**src/rtl/alu_issue_decode_pkg.sv**
```systemverilog
// Shared definitions for the ALU issue/decode block: one-hot bit indices,
// MIPS opcode/funct encodings, buffer state type and the decoded issue record.
package alu_defs;

    // One-hot bit positions of the 12-bit ALU control vector
    localparam int unsigned ALU_ADD_BIT  = 11;
    localparam int unsigned ALU_SUB_BIT  = 10;
    localparam int unsigned ALU_SLT_BIT  = 9;
    localparam int unsigned ALU_SLTU_BIT = 8;
    localparam int unsigned ALU_AND_BIT  = 7;
    localparam int unsigned ALU_NOR_BIT  = 6;
    localparam int unsigned ALU_OR_BIT   = 5;
    localparam int unsigned ALU_XOR_BIT  = 4;
    localparam int unsigned ALU_SLL_BIT  = 3;
    localparam int unsigned ALU_SRL_BIT  = 2;
    localparam int unsigned ALU_SRA_BIT  = 1;
    localparam int unsigned ALU_LUI_BIT  = 0;

    // Opcodes
    localparam logic [5:0] OP_RTYPE = 6'h00;
    localparam logic [5:0] OP_ADDI  = 6'h08;
    localparam logic [5:0] OP_ADDIU = 6'h09;
    localparam logic [5:0] OP_SLTI  = 6'h0A;
    localparam logic [5:0] OP_SLTIU = 6'h0B;
    localparam logic [5:0] OP_ANDI  = 6'h0C;
    localparam logic [5:0] OP_ORI   = 6'h0D;
    localparam logic [5:0] OP_XORI  = 6'h0E;
    localparam logic [5:0] OP_LUI   = 6'h0F;

    // R-type funct codes
    localparam logic [5:0] FN_SLL  = 6'h00;
    localparam logic [5:0] FN_SRL  = 6'h02;
    localparam logic [5:0] FN_SRA  = 6'h03;
    localparam logic [5:0] FN_SLLV = 6'h04;
    localparam logic [5:0] FN_SRLV = 6'h06;
    localparam logic [5:0] FN_SRAV = 6'h07;
    localparam logic [5:0] FN_ADD  = 6'h20;
    localparam logic [5:0] FN_ADDU = 6'h21;
    localparam logic [5:0] FN_SUB  = 6'h22;
    localparam logic [5:0] FN_SUBU = 6'h23;
    localparam logic [5:0] FN_AND  = 6'h24;
    localparam logic [5:0] FN_OR   = 6'h25;
    localparam logic [5:0] FN_XOR  = 6'h26;
    localparam logic [5:0] FN_NOR  = 6'h27;
    localparam logic [5:0] FN_SLT  = 6'h2A;
    localparam logic [5:0] FN_SLTU = 6'h2B;

    // Decoded instruction as it travels through the skid buffer (83 bits)
    typedef struct packed {
        logic [11:0] control;
        logic [31:0] src1;
        logic [31:0] src2;
        logic [4:0]  dest;
        logic        wen;
        logic        illegal;
    } alu_issue_t;

    // Skid buffer occupancy
    typedef enum logic [1:0] {
        StEmpty = 2'd0,
        StOne   = 2'd1,
        StTwo   = 2'd2
    } buf_state_e;

    function automatic logic [11:0] alu_onehot(input int unsigned idx);
        logic [11:0] one;
        one = 12'd1;
        return one << idx;
    endfunction

endpackage

```
**src/rtl/alu_issue_decode_if.sv**
```systemverilog
// Handshake bundle between register read (master) and the issue/decode block
// (slave); the slave also drives the decoded ALU-side outputs.
interface alu_issue_decode_if;
    logic        in_valid;
    logic        in_ready;
    logic [31:0] in_inst;
    logic [31:0] in_rs_value;
    logic [31:0] in_rt_value;
    logic        out_valid;
    logic        out_ready;
    logic [11:0] out_alu_control;
    logic [31:0] out_alu_src1;
    logic [31:0] out_alu_src2;
    logic [4:0]  out_dest;
    logic        out_wen;
    logic        out_illegal;
    logic [15:0] illegal_count;

    modport master (
        output in_valid, in_inst, in_rs_value, in_rt_value, out_ready,
        input  in_ready, out_valid, out_alu_control, out_alu_src1, out_alu_src2,
               out_dest, out_wen, out_illegal, illegal_count
    );

    modport slave (
        input  in_valid, in_inst, in_rs_value, in_rt_value, out_ready,
        output in_ready, out_valid, out_alu_control, out_alu_src1, out_alu_src2,
               out_dest, out_wen, out_illegal, illegal_count
    );
endinterface

```
**src/rtl/alu_issue_decode_op_decoder.sv**
```systemverilog
// Purely combinational MIPS integer-ALU decoder: (inst, rs, rt) -> alu_issue_t.
// Optional feature macro: ALU_DECODE_VARSHIFT_EN enables sllv/srlv/srav.
module alu_op_decoder
    import alu_defs::*;
(
    input  logic [31:0] inst,
    input  logic [31:0] rs_value,
    input  logic [31:0] rt_value,
    output alu_issue_t  issue
);

    logic [5:0]  opcode;
    logic [5:0]  funct;
    logic [4:0]  rt_idx;
    logic [4:0]  rd_idx;
    logic [4:0]  shamt;
    logic [15:0] imm;

    assign opcode = inst[31:26];
    assign rt_idx = inst[20:16];
    assign rd_idx = inst[15:11];
    assign shamt  = inst[10:6];
    assign funct  = inst[5:0];
    assign imm    = inst[15:0];

    logic        legal;
    logic [11:0] ctrl;
    logic [31:0] src1;
    logic [31:0] src2;
    logic [4:0]  dest;

    // Select operation, operands and destination; illegal encodings zero everything
    always_comb begin
        legal = 1'b1;
        ctrl  = '0;
        src1  = rs_value;
        src2  = rt_value;
        dest  = rd_idx;
        issue = '0;
        if (opcode == OP_RTYPE) begin
            case (funct)
                FN_ADD, FN_ADDU: ctrl = alu_onehot(ALU_ADD_BIT);
                FN_SUB, FN_SUBU: ctrl = alu_onehot(ALU_SUB_BIT);
                FN_SLT:          ctrl = alu_onehot(ALU_SLT_BIT);
                FN_SLTU:         ctrl = alu_onehot(ALU_SLTU_BIT);
                FN_AND:          ctrl = alu_onehot(ALU_AND_BIT);
                FN_NOR:          ctrl = alu_onehot(ALU_NOR_BIT);
                FN_OR:           ctrl = alu_onehot(ALU_OR_BIT);
                FN_XOR:          ctrl = alu_onehot(ALU_XOR_BIT);
                FN_SLL: begin
                    ctrl = alu_onehot(ALU_SLL_BIT);
                    src1 = {27'b0, shamt};
                end
                FN_SRL: begin
                    ctrl = alu_onehot(ALU_SRL_BIT);
                    src1 = {27'b0, shamt};
                end
                FN_SRA: begin
                    ctrl = alu_onehot(ALU_SRA_BIT);
                    src1 = {27'b0, shamt};
                end
`ifdef ALU_DECODE_VARSHIFT_EN
                FN_SLLV: begin
                    ctrl = alu_onehot(ALU_SLL_BIT);
                    src1 = {27'b0, rs_value[4:0]};
                end
                FN_SRLV: begin
                    ctrl = alu_onehot(ALU_SRL_BIT);
                    src1 = {27'b0, rs_value[4:0]};
                end
                FN_SRAV: begin
                    ctrl = alu_onehot(ALU_SRA_BIT);
                    src1 = {27'b0, rs_value[4:0]};
                end
`endif
                default: legal = 1'b0;
            endcase
        end else begin
            dest = rt_idx;
            case (opcode)
                OP_ADDI, OP_ADDIU: begin
                    ctrl = alu_onehot(ALU_ADD_BIT);
                    src2 = {{16{imm[15]}}, imm};
                end
                OP_SLTI: begin
                    ctrl = alu_onehot(ALU_SLT_BIT);
                    src2 = {{16{imm[15]}}, imm};
                end
                OP_SLTIU: begin
                    ctrl = alu_onehot(ALU_SLTU_BIT);
                    src2 = {{16{imm[15]}}, imm};
                end
                OP_ANDI: begin
                    ctrl = alu_onehot(ALU_AND_BIT);
                    src2 = {16'b0, imm};
                end
                OP_ORI: begin
                    ctrl = alu_onehot(ALU_OR_BIT);
                    src2 = {16'b0, imm};
                end
                OP_XORI: begin
                    ctrl = alu_onehot(ALU_XOR_BIT);
                    src2 = {16'b0, imm};
                end
                OP_LUI: begin
                    ctrl = alu_onehot(ALU_LUI_BIT);
                    src2 = {16'b0, imm};
                end
                default: legal = 1'b0;
            endcase
        end

        if (legal) begin
            issue.control = ctrl;
            issue.src1    = src1;
            issue.src2    = src2;
            issue.dest    = dest;
            issue.wen     = (dest != 5'd0);
            issue.illegal = 1'b0;
        end else begin
            issue.illegal = 1'b1;
        end
    end

endmodule

```
**src/rtl/alu_issue_decode.sv**
```systemverilog
// ALU issue stage: decodes MIPS integer instructions and holds them in a
// 2-entry skid buffer so the ALU can stall without dropping work.
// Optional feature macro: ALU_DECODE_VARSHIFT_EN (handled in alu_op_decoder).
module alu_issue_decode
    import alu_defs::*;
(
    input  logic                clk,
    input  logic                resetn,
    alu_issue_decode_if.slave   bus
);

    alu_issue_t dec;
    alu_issue_t head_q, head_d;
    alu_issue_t tail_q, tail_d;
    buf_state_e state_q, state_d;
    logic       in_ready_q;
    logic       out_valid;
    logic       accept;
    logic       pop;
    logic [15:0] cnt_q, cnt_d;

    alu_op_decoder u_op_decoder (
        .inst     (bus.in_inst),
        .rs_value (bus.in_rs_value),
        .rt_value (bus.in_rt_value),
        .issue    (dec)
    );

    assign accept = bus.in_valid && in_ready_q;
    assign pop    = out_valid && bus.out_ready;

    // Buffer occupancy register
    always_ff @(posedge clk or negedge resetn) begin
        if (!resetn) begin
            state_q <= StEmpty;
        end else begin
            state_q <= state_d;
        end
    end

    // Occupancy transitions; accept is impossible in StTwo since in_ready is low
    always_comb begin
        state_d = state_q;
        case (state_q)
            StEmpty: if (accept) state_d = StOne;
            StOne: begin
                if (accept && !pop)      state_d = StTwo;
                else if (!accept && pop) state_d = StEmpty;
            end
            StTwo:   if (pop) state_d = StOne;
            default: state_d = StEmpty;
        endcase
    end

    // Outputs decoded from occupancy
    always_comb begin
        out_valid = (state_q != StEmpty);
    end

    // Entry movement: head is always the older entry and drives the outputs
    always_comb begin
        head_d = head_q;
        tail_d = tail_q;
        case (state_q)
            StEmpty: if (accept) head_d = dec;
            StOne: begin
                if (accept && pop) head_d = dec;
                else if (accept)   tail_d = dec;
            end
            StTwo:   if (pop) head_d = tail_q;
            default: ;
        endcase
    end

    // Entry storage
    always_ff @(posedge clk or negedge resetn) begin
        if (!resetn) begin
            head_q <= '0;
            tail_q <= '0;
        end else begin
            head_q <= head_d;
            tail_q <= tail_d;
        end
    end

    // in_ready registered from next occupancy so it never depends on out_ready in-cycle
    always_ff @(posedge clk or negedge resetn) begin
        if (!resetn) begin
            in_ready_q <= 1'b1;
        end else begin
            in_ready_q <= (state_d != StTwo);
        end
    end

    // Saturating count of accepted illegal instructions
    always_comb begin
        cnt_d = cnt_q;
        if (accept && dec.illegal && (cnt_q != 16'hFFFF)) begin
            cnt_d = cnt_q + 16'd1;
        end
    end

    // Counter register
    always_ff @(posedge clk or negedge resetn) begin
        if (!resetn) begin
            cnt_q <= '0;
        end else begin
            cnt_q <= cnt_d;
        end
    end

    assign bus.in_ready        = in_ready_q;
    assign bus.out_valid       = out_valid;
    assign bus.out_alu_control = head_q.control;
    assign bus.out_alu_src1    = head_q.src1;
    assign bus.out_alu_src2    = head_q.src2;
    assign bus.out_dest        = head_q.dest;
    assign bus.out_wen         = head_q.wen;
    assign bus.out_illegal     = head_q.illegal;
    assign bus.illegal_count   = cnt_q;

endmodule

```
**src/flat_wrapper.sv**
```systemverilog
// flat-port wrapper written by rule: the top's interface ports become plain ports
module alu_issue_decode_flat import alu_defs::*;
  (clk, resetn, bus_in_valid, bus_in_inst, bus_in_rs_value, bus_in_rt_value, bus_out_ready, bus_in_ready, bus_out_valid, bus_out_alu_control, bus_out_alu_src1, bus_out_alu_src2, bus_out_dest, bus_out_wen, bus_out_illegal, bus_illegal_count);
  alu_issue_decode_if bus_i ();
  input  logic clk;
  input  logic resetn;
  input wire logic [$bits(bus_i.in_valid)-1:0] bus_in_valid;
  input wire logic [$bits(bus_i.in_inst)-1:0] bus_in_inst;
  input wire logic [$bits(bus_i.in_rs_value)-1:0] bus_in_rs_value;
  input wire logic [$bits(bus_i.in_rt_value)-1:0] bus_in_rt_value;
  input wire logic [$bits(bus_i.out_ready)-1:0] bus_out_ready;
  output wire logic [$bits(bus_i.in_ready)-1:0] bus_in_ready;
  output wire logic [$bits(bus_i.out_valid)-1:0] bus_out_valid;
  output wire logic [$bits(bus_i.out_alu_control)-1:0] bus_out_alu_control;
  output wire logic [$bits(bus_i.out_alu_src1)-1:0] bus_out_alu_src1;
  output wire logic [$bits(bus_i.out_alu_src2)-1:0] bus_out_alu_src2;
  output wire logic [$bits(bus_i.out_dest)-1:0] bus_out_dest;
  output wire logic [$bits(bus_i.out_wen)-1:0] bus_out_wen;
  output wire logic [$bits(bus_i.out_illegal)-1:0] bus_out_illegal;
  output wire logic [$bits(bus_i.illegal_count)-1:0] bus_illegal_count;
  assign bus_i.in_valid = bus_in_valid;
  assign bus_i.in_inst = bus_in_inst;
  assign bus_i.in_rs_value = bus_in_rs_value;
  assign bus_i.in_rt_value = bus_in_rt_value;
  assign bus_i.out_ready = bus_out_ready;
  assign bus_in_ready = bus_i.in_ready;
  assign bus_out_valid = bus_i.out_valid;
  assign bus_out_alu_control = bus_i.out_alu_control;
  assign bus_out_alu_src1 = bus_i.out_alu_src1;
  assign bus_out_alu_src2 = bus_i.out_alu_src2;
  assign bus_out_dest = bus_i.out_dest;
  assign bus_out_wen = bus_i.out_wen;
  assign bus_out_illegal = bus_i.out_illegal;
  assign bus_illegal_count = bus_i.illegal_count;
  alu_issue_decode u_core (.clk(clk), .resetn(resetn), .bus(bus_i));
endmodule
```
**config.mk**
```make
export PLATFORM = sky130hd
export DESIGN_NAME = alu_issue_decode_flat
export DESIGN_NICKNAME = d
export VERILOG_FILES = /design/src/rtl/alu_issue_decode_pkg.sv /design/src/rtl/alu_issue_decode_if.sv /design/src/rtl/alu_issue_decode_op_decoder.sv /design/src/rtl/alu_issue_decode.sv /design/src/flat_wrapper.sv
export SDC_FILE = /design/constraint.sdc
export NUM_CORES = 1
export LEC_CHECK = 0
export CELL_PAD_IN_SITES_DETAIL_PLACEMENT = 1
export CELL_PAD_IN_SITES_GLOBAL_PLACEMENT = 1
export CORE_UTILIZATION = 35
export CTS_BUF_LIST = sky130_fd_sc_hd__clkbuf_8 sky130_fd_sc_hd__clkbuf_16
export CTS_CLUSTER_SIZE = 25
export DETAILED_ROUTE_END_ITERATION = 7
export GPL_ROUTABILITY_DRIVEN = 0
export HOLD_SLACK_MARGIN = 0.12
export PLACE_DENSITY_LB_ADDON = 0.1
export REMOVE_ABC_BUFFERS = 1
export SLEW_MARGIN = 5
export SYNTH_ARGS = -nofsm -noshare
export SYNTH_HDL_FRONTEND = slang
export SYNTH_HIERARCHICAL = 1
export SYNTH_SLANG_ARGS = --single-unit
```
**constraint.sdc**
```tcl
create_clock -name clk -period 1.7 [get_ports clk]
set_input_delay 0.34 -clock clk [delete_from_list [all_inputs] [get_ports clk]]
set_output_delay 0.34 -clock clk [all_outputs]
set_load 0.05 [all_outputs]
```
Word level (Yosys, flattened, before mapping)

Cells that the tools add are included.
Widths: inputs -> output; s select.

Bits in registers: 185
Input bits: 100
Memory bits (writable): 0
Word-level logic and storage cells: 91
Memory bits (read-only): 0
Bits in latches: 0
Memories kept: 0

Add/subtract/negate cells: 1
Equal/unequal tests: 27
Magnitude comparators: 0
Shift operators: 0
Bitwise gates (word level): 1
Multiplexer cells: 22
Multiply operators: 0
Divide/modulo/power cells: 0
Reductions and logical operators: 25

Operator list:

| kind                  | count |
|---|---|
| $mux 83               | 3 |
| $pmux 83 s3           | 1 |
| $pmux 12 s11          | 1 |
| $mux 32               | 3 |
| $pmux 12 s7           | 1 |
| $mux 82               | 1 |
| $pmux 32 s2           | 1 |
| $eq 6x6->1 const B    | 10 |
| $eq 6x4->1 const B    | 8 |
| $add 16x1->16 const B | 1 |
| $ne 16x16->1 const B  | 1 |
| $reduce_or 13->1      | 1 |
| $eq 6x2->1 const B    | 2 |
| $logic_not 6->1       | 2 |
| $mux 12               | 1 |
| $mux 2                | 4 |
| $reduce_or 4->1       | 2 |
| $reduce_or 8->1       | 1 |
| $logic_and 1x1->1     | 7 |
| $ne 2x1->1 const B    | 3 |
| $pmux 2 s3            | 1 |
| $reduce_or 2->1       | 3 |
| $mux 5                | 1 |
| $reduce_bool 5->1     | 1 |
| 12 further kinds      | 16 |

Depth between registers and ports, before layout

Depth after elaboration: 7
Depth in mapped cells: 11
Depth with buffers taken out: 8

Modules after synthesis

Netlist, hierarchy kept.

By module, submodules not included:

| module           | area each (um^2) | cells an instance | sequential area each (um^2) | instances |
|---|---|---|---|---|
| alu_issue_decode | 8085.3           | 534               | 4630.7                      | 1 |
| alu_op_decoder   | 925.9            | 135               | 0.0                         | 1 |

Worst setup path before layout

OpenSTA, ideal clock, no wires.

Path type: input-to-reg
Start: in bus_in_inst[26]
End: reg u_core.cnt_q[7], in the netlist u_core/bus.illegal_count[7]
Required time: 1.552 ns
Stages on the path: 10
Buffers on the path: 2
Data arrival time: 2.494 ns
Setup time: 0.148 ns
Path slack: -0.942 ns
Path through: or4_4 > or4_4 > a21oi_2 > buf_4 > buf_6 > nor2_1 > and3_2 > nand4_1 > nor3_1 > xor2_1

RTL lines:

| element              | line                    | RTL |
|---|---|---|
| from (decl)          | flat_wrapper.sv:8       | `input wire logic [$bits(bus_i.in_inst)-1:0] bus_in_inst;` |
| to (signal assigned) | alu_issue_decode.sv:108 | `cnt_q <= cnt_d;` |
| to (decl)            | alu_issue_decode.sv:20  | `logic [15:0] cnt_q, cnt_d;` |

==> results.yml <==
sta:
  finalCritPeriodShare: 1.280
  slew_violations: 0
  hold_violations: 0
  fmax_mhz: 459.6
  tns_ns: -59.48
  final.setup.worst_slack_ns: -0.4756
  max-slew-margin-rel: 0.7659
  worstMarginPinSlew_ns: 0.3475
  clock_skew_ns: 0.01218
  whs_ns: 0.3414
  fin_crit_ns: 2.176
  rsz0062_at_grt: "true"
  setup_viol: 183
finish:
  synthToLayoutAreaGrowth_pct: 55.07
  drive_above_1_share: 0.5968
  most-common-layout-cells: "184 x dfrtp_1, 172 x buf_4, 124 x mux2_4"
  fin_cells: 1324
  finish.instance_area_um2: 13970
  final_common_cell: "dfrtp_1"
  layout.nets: 1080
clock_network:
  cts_buffer_depth: 2
  cts_sinks: 185
  cts.clk_slew.worst_paths_ns: 0.08
  cts-htree-levels: 4
  cts-root-buf: "clkbuf_16"
  cts_tree: "built"
  cts_buffers: 17
  clk_latency_ns: 0.44
place:
  dp.cells: 1231
  dp_slack_ns: -1.274
  dp.final_hpwl_um: 17600
  portBuffers: 195
  placed_area_um2: 11770
setup_path:
  max_stage_delay_ns: 0.54
  crit_top_cell: "buf_6"
  crit_buf_inv: 3
  cp.arrival_ns: 2.49
  critical-path-top-delay-family: "simple AND/OR/NAND/NOR gates"
  reg2reg_slack_ns: -0.19
  crit_path_start_kind: "primary input"
  crit_slowest_cell: "or4_4"
  end_kind: "flip-flop"
  crit_type: "in2reg"
  critPathLaunch: "bus_in_inst[31]"
  reg2reg_from: "u_core/bus.in_ready$_DFF_PN1_"
  required_ns: 2.01
  cp_max_fo: 6
  crit_chain: "buf_6 -> or4_4 -> or4_4 -> buf_6 -> a21oi_4 -> nor2_4 -> and3_4 -> nand4_1 -> buf_6 -> nor4_4 -> xor2_1"
global_routing:
  grt_max_degree: 48
  grt_pass1_wl_um: 43430
  antenna_found_initial: 1
  grt_pass1_vias: 7523
  grt_usage: 0.2171
  overflow: 0
floorplan:
  die_w_um: 162.5
  rows: 58
  dieHeight_um: 162.5
  io_pins: 201
  core_um2: 25180
  die-area_um2: 26390
  start_util: 0.3578
detailed_routing:
  avgRoutedWirePerCell_um: 21.34
  drtIter0Drc: 230
  drtAntennaViolNets: 0
  drt-total-wl_um: 28260
  vias: 6678
  avgViaCountPerCell: 5.044
  first_pass_iters: 4
  drc_errors: 0
synthesis:
  synthTopCellsByArea: "dfrtp_1 51%, mux2_2 28%, mux2_1 2.7%, a22o_1 2.5%, and2_1 1.9%"
  synth_cell_types: 49
  synth_seq_cells: 185
  syn_inst: 669
  yosys.area.top_type_share: 0.5110
  synth_flop_cell: "dfrtp_1"
  synth_warnings: 6
  seq_area_frac_synth: 0.5139
  postSynthAreaPerCell_um2: 13.47
  async_reset_ff_frac: 1.000
  synth_top_cell_by_area: "dfrtp_1"
  synth_edf_count: 0
  synth_area_um2: 9011
flow_run:
  maxCapViolCount: 0
run_status:
  violations: "setup timing"
  outcome: "complete, but fails checks"
power:
  power_density_nw_per_um2: 1074
  ir_drop_mv: 0.5371
  p_leak_nw: 7.027
worst_hold_path:
  hold_path.class: "in2async"
final timing paths:
path,endpoint,depth (start not counted)
hold reg to reg,u_core/bus.out_dest[4]$_DFFE_PN0P_,1
setup reg to reg,u_core/tail_q[14]$_DFFE_PN0P_,6
max in group asynchronous,u_core/bus.out_alu_src1[23]$_DFFE_PN0P_,3
min in group clk,u_core/tail_q[82]$_DFFE_PN0P_,4
setup / recovery,u_core/bus.illegal_count[15]$_DFFE_PN0P_,11
hold / removal,u_core/bus.out_alu_control[8]$_DFFE_PN0P_,2
final cells by class:
| type | count | area (um2) |
|---|---|---|
| diodes | 2 | 5.005 |
| multi-input cells | 442 | 5032 |
| well taps | 330 | 412.9 |
| repair buffers | 330 | 3311 |
| flip-flops and latches | 185 | 4631 |
| clock inverters | 14 | 131.4 |
| inverters | 3 | 11.26 |
| fillers | 2462 | 11210 |
| clock buffers | 18 | 439.2 |
through the flow:
stage | total power (W) | utilization
2_1_floorplan | 0.007989 | -
3_3_place_gp | 0.01001 | 0.4673
3_5_place_dp | 0.01017 | 0.4673
4_1_cts | 0.01484 | 0.5343
5_1_grt | 0.01565 | 0.5547
6_report | 0.01501 | 0.5549
worst reg2reg max path, cell delays in order, from the launching register on:
cell,delay [ns]
dfstp_2,0.56
nand3b_1,0.16
buf_6,0.17
nor2_4,0.15
buf_4,0.15
buf_12,0.21
mux2_2,0.39
per-layer routing:
metal  routed length, um  global-route usage
met5                   0                   0
met4                 476             0.07204
met3                1446             0.04227
met2               14150              0.3683
met1               12180              0.2763
where the power goes:
group	internal (W)	switching [W]	leakage (nW)	total (W)
registers	0.00505	0.000468	2.52	0.00552
clock network	0.00198	0.00193	0.276	0.00391
logic	0.00263	0.00295	4.23	0.00558
sequential cells by signal, indices dropped and copies added (netlist names), 2 cells and up:
name                        flops
u_core/bus.out_dest             5
u_core/bus.out_alu_src2        32
u_core/state_q                  2
u_core/bus.illegal_count       16
u_core/bus.out_alu_src1        32
u_core/bus.out_alu_control     12
u_core/tail_q                  83
cells in the mapped netlist (9+ instances only):
master     n
a21o_1    17
a21oi_1   10
a22o_1    26
and2_1    28
buf_2     22
dfrtp_1  184
mux2_1    22
mux2_2   228
nand2_1   14
nor2_1    12
nor3_1    10
xor2_1     9
kinds of logic after synthesis:
kind of cell    after synthesis  share of synthesized area
compound gates               67                    0.05610
xor+xnor                     12                    0.01166
fa+ha+maj                     1                   0.001388
buf+inv                      42                    0.02555
flops                       185                     0.5139
mux                         250                     0.3124
simple gates                112                    0.07901
what timing repair did:
item / in CTS / in global routing
hold buffers: 1 / 0
buffers inserted: 34 / 20
setup endpoints to repair: 183 / 184
gates cloned: 10 / 1
resized for setup: 172 / 118
pin swaps: 53 / 53
endpoints found under the hold margin: 109 / 0
Power figures use the tool's default switching activity.
